--- config.mk ---
export PLATFORM = sky130hd
export DESIGN_NAME = l1_ahb_mtx_in_stg
export DESIGN_NICKNAME = d
export VERILOG_FILES = /design/src/rtl/l1_ahb_mtx_in_stg.sv
export SDC_FILE = /design/constraint.sdc
export NUM_CORES = 1
export LEC_CHECK = 0
export CAP_MARGIN = 20
export CORE_MARGIN = 4
export CORE_UTILIZATION = 30
export CTS_BUF_LIST = sky130_fd_sc_hd__clkbuf_8
export CTS_CLUSTER_DIAMETER = 150
export DETAILED_ROUTE_END_ITERATION = 7
export PLACE_DENSITY = 0.67
export SLEW_MARGIN = 20
export SYNTH_ARGS = -nofsm -noshare
export SYNTH_HDL_FRONTEND = slang
export SYNTH_SLANG_ARGS = --single-unit
--- constraint.sdc ---
create_clock -name HCLK -period 4.25 [get_ports HCLK]
set_clock_uncertainty 0.2 [all_clocks]
set_input_delay 1.0625 -clock HCLK [delete_from_list [all_inputs] [get_ports HCLK]]
set_output_delay 1.0625 -clock HCLK [all_outputs]
set_load 0.005 [all_outputs]
--- src/rtl/l1_ahb_mtx_in_stg.sv ---
// Master-side input stage of the L1 AHB matrix: holds an ungranted address phase,
// stalls the master, and replays it as a legal INCR sequence once the arbiter grants.
module l1_ahb_mtx_in_stg #(
    parameter int ADDR_W = 32
) (
    input  logic              HCLK,
    input  logic              HRESET,
    input  logic              HSELS,
    input  logic [ADDR_W-1:0] HADDRS,
    input  logic [1:0]        HTRANSS,
    input  logic              HWRITES,
    input  logic [2:0]        HSIZES,
    input  logic [2:0]        HBURSTS,
    input  logic [3:0]        HPROTS,
    input  logic              HMASTLOCKS,
    input  logic              HREADYS,
    input  logic              active_decoder,
    input  logic              readyout_decoder,
    input  logic [1:0]        resp_decoder,
    output logic              HSELM,
    output logic [ADDR_W-1:0] HADDRM,
    output logic [1:0]        HTRANSM,
    output logic              HWRITEM,
    output logic [2:0]        HSIZEM,
    output logic [2:0]        HBURSTM,
    output logic [3:0]        HPROTM,
    output logic              HMASTLOCKM,
    output logic              HREADYOUTS,
    output logic [1:0]        HRESPS,
    output logic              trans_pend
);

    localparam logic [1:0] TRN_IDLE   = 2'b00;
    localparam logic [1:0] TRN_NONSEQ = 2'b10;
    localparam logic [1:0] TRN_SEQ    = 2'b11;
    localparam logic [2:0] BRST_INCR  = 3'b001;
    localparam logic [1:0] RSP_OKAY   = 2'b00;

    logic              pend_q, pend_d;
    logic              brk_q, brk_d;
    logic              hsel_q;
    logic [ADDR_W-1:0] haddr_q;
    logic [1:0]        htrans_q;
    logic              hwrite_q;
    logic [2:0]        hsize_q;
    logic [2:0]        hburst_q;
    logic [3:0]        hprot_q;
    logic              hlock_q;

    logic sample;
    logic set_pend;
    logic clr_pend;
    logic brk_clr;
    logic brk_ovr;

    assign sample   = HSELS & HTRANSS[1] & HREADYS;
    assign set_pend = sample & ~active_decoder;
    assign clr_pend = pend_q & active_decoder & readyout_decoder;
    // A NONSEQ or IDLE accepted on the master bus ends the broken burst.
    assign brk_clr  = ~pend_q & HREADYS & ~HTRANSS[0];

    always_comb begin
        pend_d = pend_q;
        if (set_pend) begin
            pend_d = 1'b1;
        end else if (clr_pend) begin
            pend_d = 1'b0;
        end
    end

    always_comb begin
        brk_d = brk_q;
        if (set_pend) begin
            brk_d = (HTRANSS == TRN_SEQ);
        end else if (brk_clr) begin
            brk_d = 1'b0;
        end
    end

    always_ff @(posedge HCLK or posedge HRESET) begin
        if (HRESET) begin
            pend_q <= 1'b0;
            brk_q  <= 1'b0;
        end else begin
            pend_q <= pend_d;
            brk_q  <= brk_d;
        end
    end

    always_ff @(posedge HCLK or posedge HRESET) begin
        if (HRESET) begin
            hsel_q   <= 1'b0;
            haddr_q  <= '0;
            htrans_q <= TRN_IDLE;
            hwrite_q <= 1'b0;
            hsize_q  <= 3'b000;
            hburst_q <= 3'b000;
            hprot_q  <= 4'b0000;
            hlock_q  <= 1'b0;
        end else if (set_pend) begin
            hsel_q   <= HSELS;
            haddr_q  <= HADDRS;
            htrans_q <= HTRANSS;
            hwrite_q <= HWRITES;
            hsize_q  <= HSIZES;
            hburst_q <= HBURSTS;
            hprot_q  <= HPROTS;
            hlock_q  <= HMASTLOCKS;
        end
    end

    // Burst rewrite covers the replayed beat and the continuing beats of the
    // broken burst; a fresh NONSEQ from the master goes through untouched.
    assign brk_ovr = brk_q & (pend_q | HTRANSS[0]);

    always_comb begin
        if (pend_q) begin
            HSELM      = hsel_q;
            HADDRM     = haddr_q;
            HTRANSM    = brk_q ? TRN_NONSEQ : htrans_q;
            HWRITEM    = hwrite_q;
            HSIZEM     = hsize_q;
            HBURSTM    = brk_ovr ? BRST_INCR : hburst_q;
            HPROTM     = hprot_q;
            HMASTLOCKM = hlock_q;
            HREADYOUTS = 1'b0;
            HRESPS     = RSP_OKAY;
        end else begin
            HSELM      = HSELS;
            HADDRM     = HADDRS;
            HTRANSM    = HTRANSS;
            HWRITEM    = HWRITES;
            HSIZEM     = HSIZES;
            HBURSTM    = brk_ovr ? BRST_INCR : HBURSTS;
            HPROTM     = HPROTS;
            HMASTLOCKM = HMASTLOCKS;
            HREADYOUTS = readyout_decoder;
            HRESPS     = resp_decoder;
        end
    end

    assign trans_pend = pend_q;

endmodule
==> run summary <==
For this run, design rule violations remaining after detail routing come to 0. The average detailed-routed wire length per instance came out at 13.6 um. Of the total synthesized cell area, the portion taken by XOR and XNOR cells is 0%.

The post-synthesis compound-gate area fraction was 1.55%; the worst voltage drop across the vdd grid was 0.184 mV. Among all stages on the critical path, the largest delay is contributed by sky130_fd_sc_hd__clkdlybuf4s50_1. The total power divided by cell area was 361 nW/um^2; the buffers inserted during post-CTS setup optimization was 0. The worst setup slack before clock tree synthesis was 0.568 ns; the layout-stage area growth over the synthesis result was 48.7%. CTS built an H-tree with a depth of 2. Clock tree synthesis found a total of 49 sinks. The flow ran to the end, and the final reports show no timing, DRC or antenna violations.

The post-detailed-route count of antenna-violating nets was 0. Leaving out fill and tap cells, the most frequent cell in the layout is sky130_fd_sc_hd__clkdlybuf4s50_1. TritonCTS built the clock tree.

The total of warnings raised by yosys came out at 0. The total area inside the core boundary comes to 8180 sq um. For the final routed database, the setup TNS stands at 0 ns.

Setup repair after global routing left no endpoint under its margin. Type of the most critical hold path: flop to flop. The average instance area after synthesis is 14.2 sq um, and the number of global-route vias before repair is 1962. Cell area after synthesis: 2510 sq um.

The synthesized netlist devotes 4.19% of its cell area to simple gates. The top cell types in the final layout, fill and taps aside, are 104 x sky130_fd_sc_hd__clkdlybuf4s50_1, 83 x sky130_fd_sc_hd__mux2_2, 48 x sky130_fd_sc_hd__dfrtp_1. The least setup slack across all paths after layout came out at 0.574 ns. The worst setup path is captured at an output port.

The met2 demand-to-capacity share in global routing is 18.1%, and the number of cells produced by synthesis is 176. The clock latency of the later-clocked register in the worst-skew pair came out at 0.29 ns. The run gives 2.99 ns as the required time at the endpoint of the critical path.

The number of top-level pins is 105, and the critical path buffer and inverter count is 2. The final critical path takes up 86.5% of the cycle. The floorplan has 33 rows. The logs give 230 for the synthesized netlist net count and 13.9% for the routing usage on met1. The worst setup path is of the input port to output port kind.

Floorplan die area: 9880 sq um. The count of hold buffers inserted by post-cts repair is 0. Detailed placement finished with a half-perimeter wire length of 3780 um. The run gives 30.7% as the effective utilization at floorplan.

The floorplan die height was 99.4 um. Routability-driven placement finished with a final weighted congestion of 0.669. The number of distinct library cells after synthesis was 18; the post-synthesis mux area share was 40.9%. STA puts the critical path data arrival time at 2.41 ns. Aggregate global routing overflow: 0. For this run, the top clock speed supported by timing is 0.272 GHz.

The count of max-cap constraint violations was 0. For this run, the post-layout net count is 333. The clock passes through at most 2 buffers.

Along the worst path, the maximum fanout reaches 5. Largest family of logic cells by synthesized area: multiplexers. Headroom to the max-slew limit came out at 56.8%.

Buffers inserted during clock tree synthesis total 5. For this block, the routed nets add up to 5260 um of wire. Among cell families on the critical path, the largest total delay comes from buffers and inverters. In the routed layout, each cell is associated on average with a via count of 4.50. Cells with a size suffix above 1 make up 36.1% of the layout.

Sequential cells were found to cover 48.9% of the synthesized design area. The signal on the critical path passes through clkdlybuf4s50_1, nor2_1, nand2_1, o21ai_0, clkdlybuf4s50_1. Global routing used 11.1% of the available tracks across all layers. STA classifies the critical path startpoint as an input port. The number of endpoints with negative hold slack in the final report is 0. The share of synthesized cell area in full adder, half adder and majority cells came out at 0%. Gates resized during post-CTS repair numbered 0. The fill cell instance count of the final layout came out at 768.

The die is 99.4 um wide. Quantity of I/O buffers inserted on ports: 104. Summing over every cut layer, the via total after detailed routing is 1733. Clock root buffer: sky130_fd_sc_hd__clkbuf_8. For the pin with the worst max-slew slack, the measured transition is 0.648 ns. After synthesis the netlist holds a flip-flop and latch count of 49. By instance count, the cell type seen most on the critical path is sky130_fd_sc_hd__clkdlybuf4s50_1. The layer flagged by global routing as most heavily used is met2. Clock-pin slew was measured on the worst setup and hold paths at 0.08 ns.

The leakage power summed over all cells is 1.53 nW. The largest net degree at the start of global routing came out at 40. The number of antenna violations at the first check in global routing was 0. The iteration count of the initial detailed-routing pass is 2. The total inserted antenna cells is 0. After layout, the minimum clock period comes to 3.68 ns. For the final-report max-slew violation count, the log shows 0. Setup violations remaining at the end of the flow were counted as 0.

For this run, the slowest stage of the critical path takes 0.53 ns. The run gives 8960 um as the wire length of the first global-routing pass. Global routing used 4.14% of the available met3 tracks. The tools report the iteration-0 DRC count of the detailed router as 28.
==> worst reg2reg max path: stages, from the launching register on <==
cell and delay, ns:
sky130_fd_sc_hd__dfrtp_2 0.56, sky130_fd_sc_hd__nand2b_1 0.21, sky130_fd_sc_hd__a21oi_1 0.13, sky130_fd_sc_hd__a21oi_1 0.06
==> layer usage <==
metal / part of all wire (%) / wire length [um] / vias to the layer above
met4: 0.36 / 19 / 0
li1: - / - / 833
met1: 42 / 2190 / 835
met2: 49 / 2570 / 62
met5: 0 / 0 / -
met3: 9.1 / 476 / 3
==> kinds of logic after synthesis <==
logic type             Yosys count
AO/OA/AOI/OAI                    7
multiplexers                    90
AND/OR/NAND/NOR                 17
buffers and inverters           13
flip-flops                      49
==> stage by stage <==
step	total power, mW	instance area, sq um	util, %	hold slack (ns)	cells
after floorplan	0.815	2510	-	0.227	176
after global placement	1.02	3610	44.2	0.252	377
after detailed placement	1.03	3610	44.2	0.252	377
after CTS	1.38	3730	45.6	0.281	385
after global routing	1.43	3730	45.6	0.303	385
final	1.35	3730	45.6	0.277	385
==> flip-flops by register name (all words and copies together), names as in the netlist <==
signal      flops
brk_q           1
haddr_q        32
hburst_q        3
hlock_q         1
hprot_q         4
hsel_q          1
hsize_q         3
htrans_q        2
hwrite_q        1
trans_pend      1
==> cell type report <==
type / instances / area (sq um) / area share (%)
Timing Repair Buffer: 107 / 1080 / 28.9
Inverter: 2 / 7.51 / 0.201
Sequential cell: 49 / 1230 / 32.9
Clock inverter: 2 / 33.8 / 0.906
Clock buffer: 6 / 82.6 / 2.22
Tap cell: 105 / 131 / 3.52
Multi-Input combinational cell: 114 / 1170 / 31.4
==> power by group <==
group          switching, mW  total, mW  internal (mW)  leakage (nW)
sequential            0.0483      0.611          0.563         0.583
clock                  0.147      0.337          0.190        0.0626
combinational          0.115      0.398          0.284         0.887
total                  0.310       1.35           1.04          1.53
==> synth_stat cells <==
master | instances | area, sq um
sky130_fd_sc_hd__mux2_2 | 83 | 935
sky130_fd_sc_hd__dfrtp_1 | 49 | 1230
sky130_fd_sc_hd__clkbuf_8 | 5 | 68.8
sky130_fd_sc_hd__nand2_1 | 5 | 18.8
sky130_fd_sc_hd__a21oi_1 | 4 | 20.0
sky130_fd_sc_hd__buf_2 | 4 | 20.0
sky130_fd_sc_hd__mux2_4 | 4 | 60.1
sky130_fd_sc_hd__nor2b_1 | 4 | 25.0
sky130_fd_sc_hd__mux2i_1 | 3 | 30.0
sky130_fd_sc_hd__nor2_1 | 3 | 11.3
sky130_fd_sc_hd__buf_4 | 2 | 15.0
sky130_fd_sc_hd__inv_1 | 2 | 7.51
sky130_fd_sc_hd__o21ai_0 | 2 | 10.0
sky130_fd_sc_hd__or2b_1 | 2 | 15.0
sky130_fd_sc_hd__a31o_2 | 1 | 8.76
sky130_fd_sc_hd__nand2b_1 | 1 | 6.26
sky130_fd_sc_hd__nand4b_4 | 1 | 23.8
sky130_fd_sc_hd__nor3_1 | 1 | 5.00
==> worst paths after layout <==
kind | start | slack, ns | endpoint | cells past startpoint
min in group asynchronous | HRESET | 0.97 | haddr_q[8] | 2
setup / recovery | HTRANSS[0] | 0.57 | HBURSTM[1] | 5
hold reg to reg | hsel_q | 0.28 | hsel_q | 1
max in group asynchronous | HRESET | 2.17 | hlock_q | 3
hold / removal | hsel_q | 0.28 | hsel_q | 1
setup reg to reg | trans_pend | 2.96 | brk_q | 3
Power figures use the tool's default switching activity.
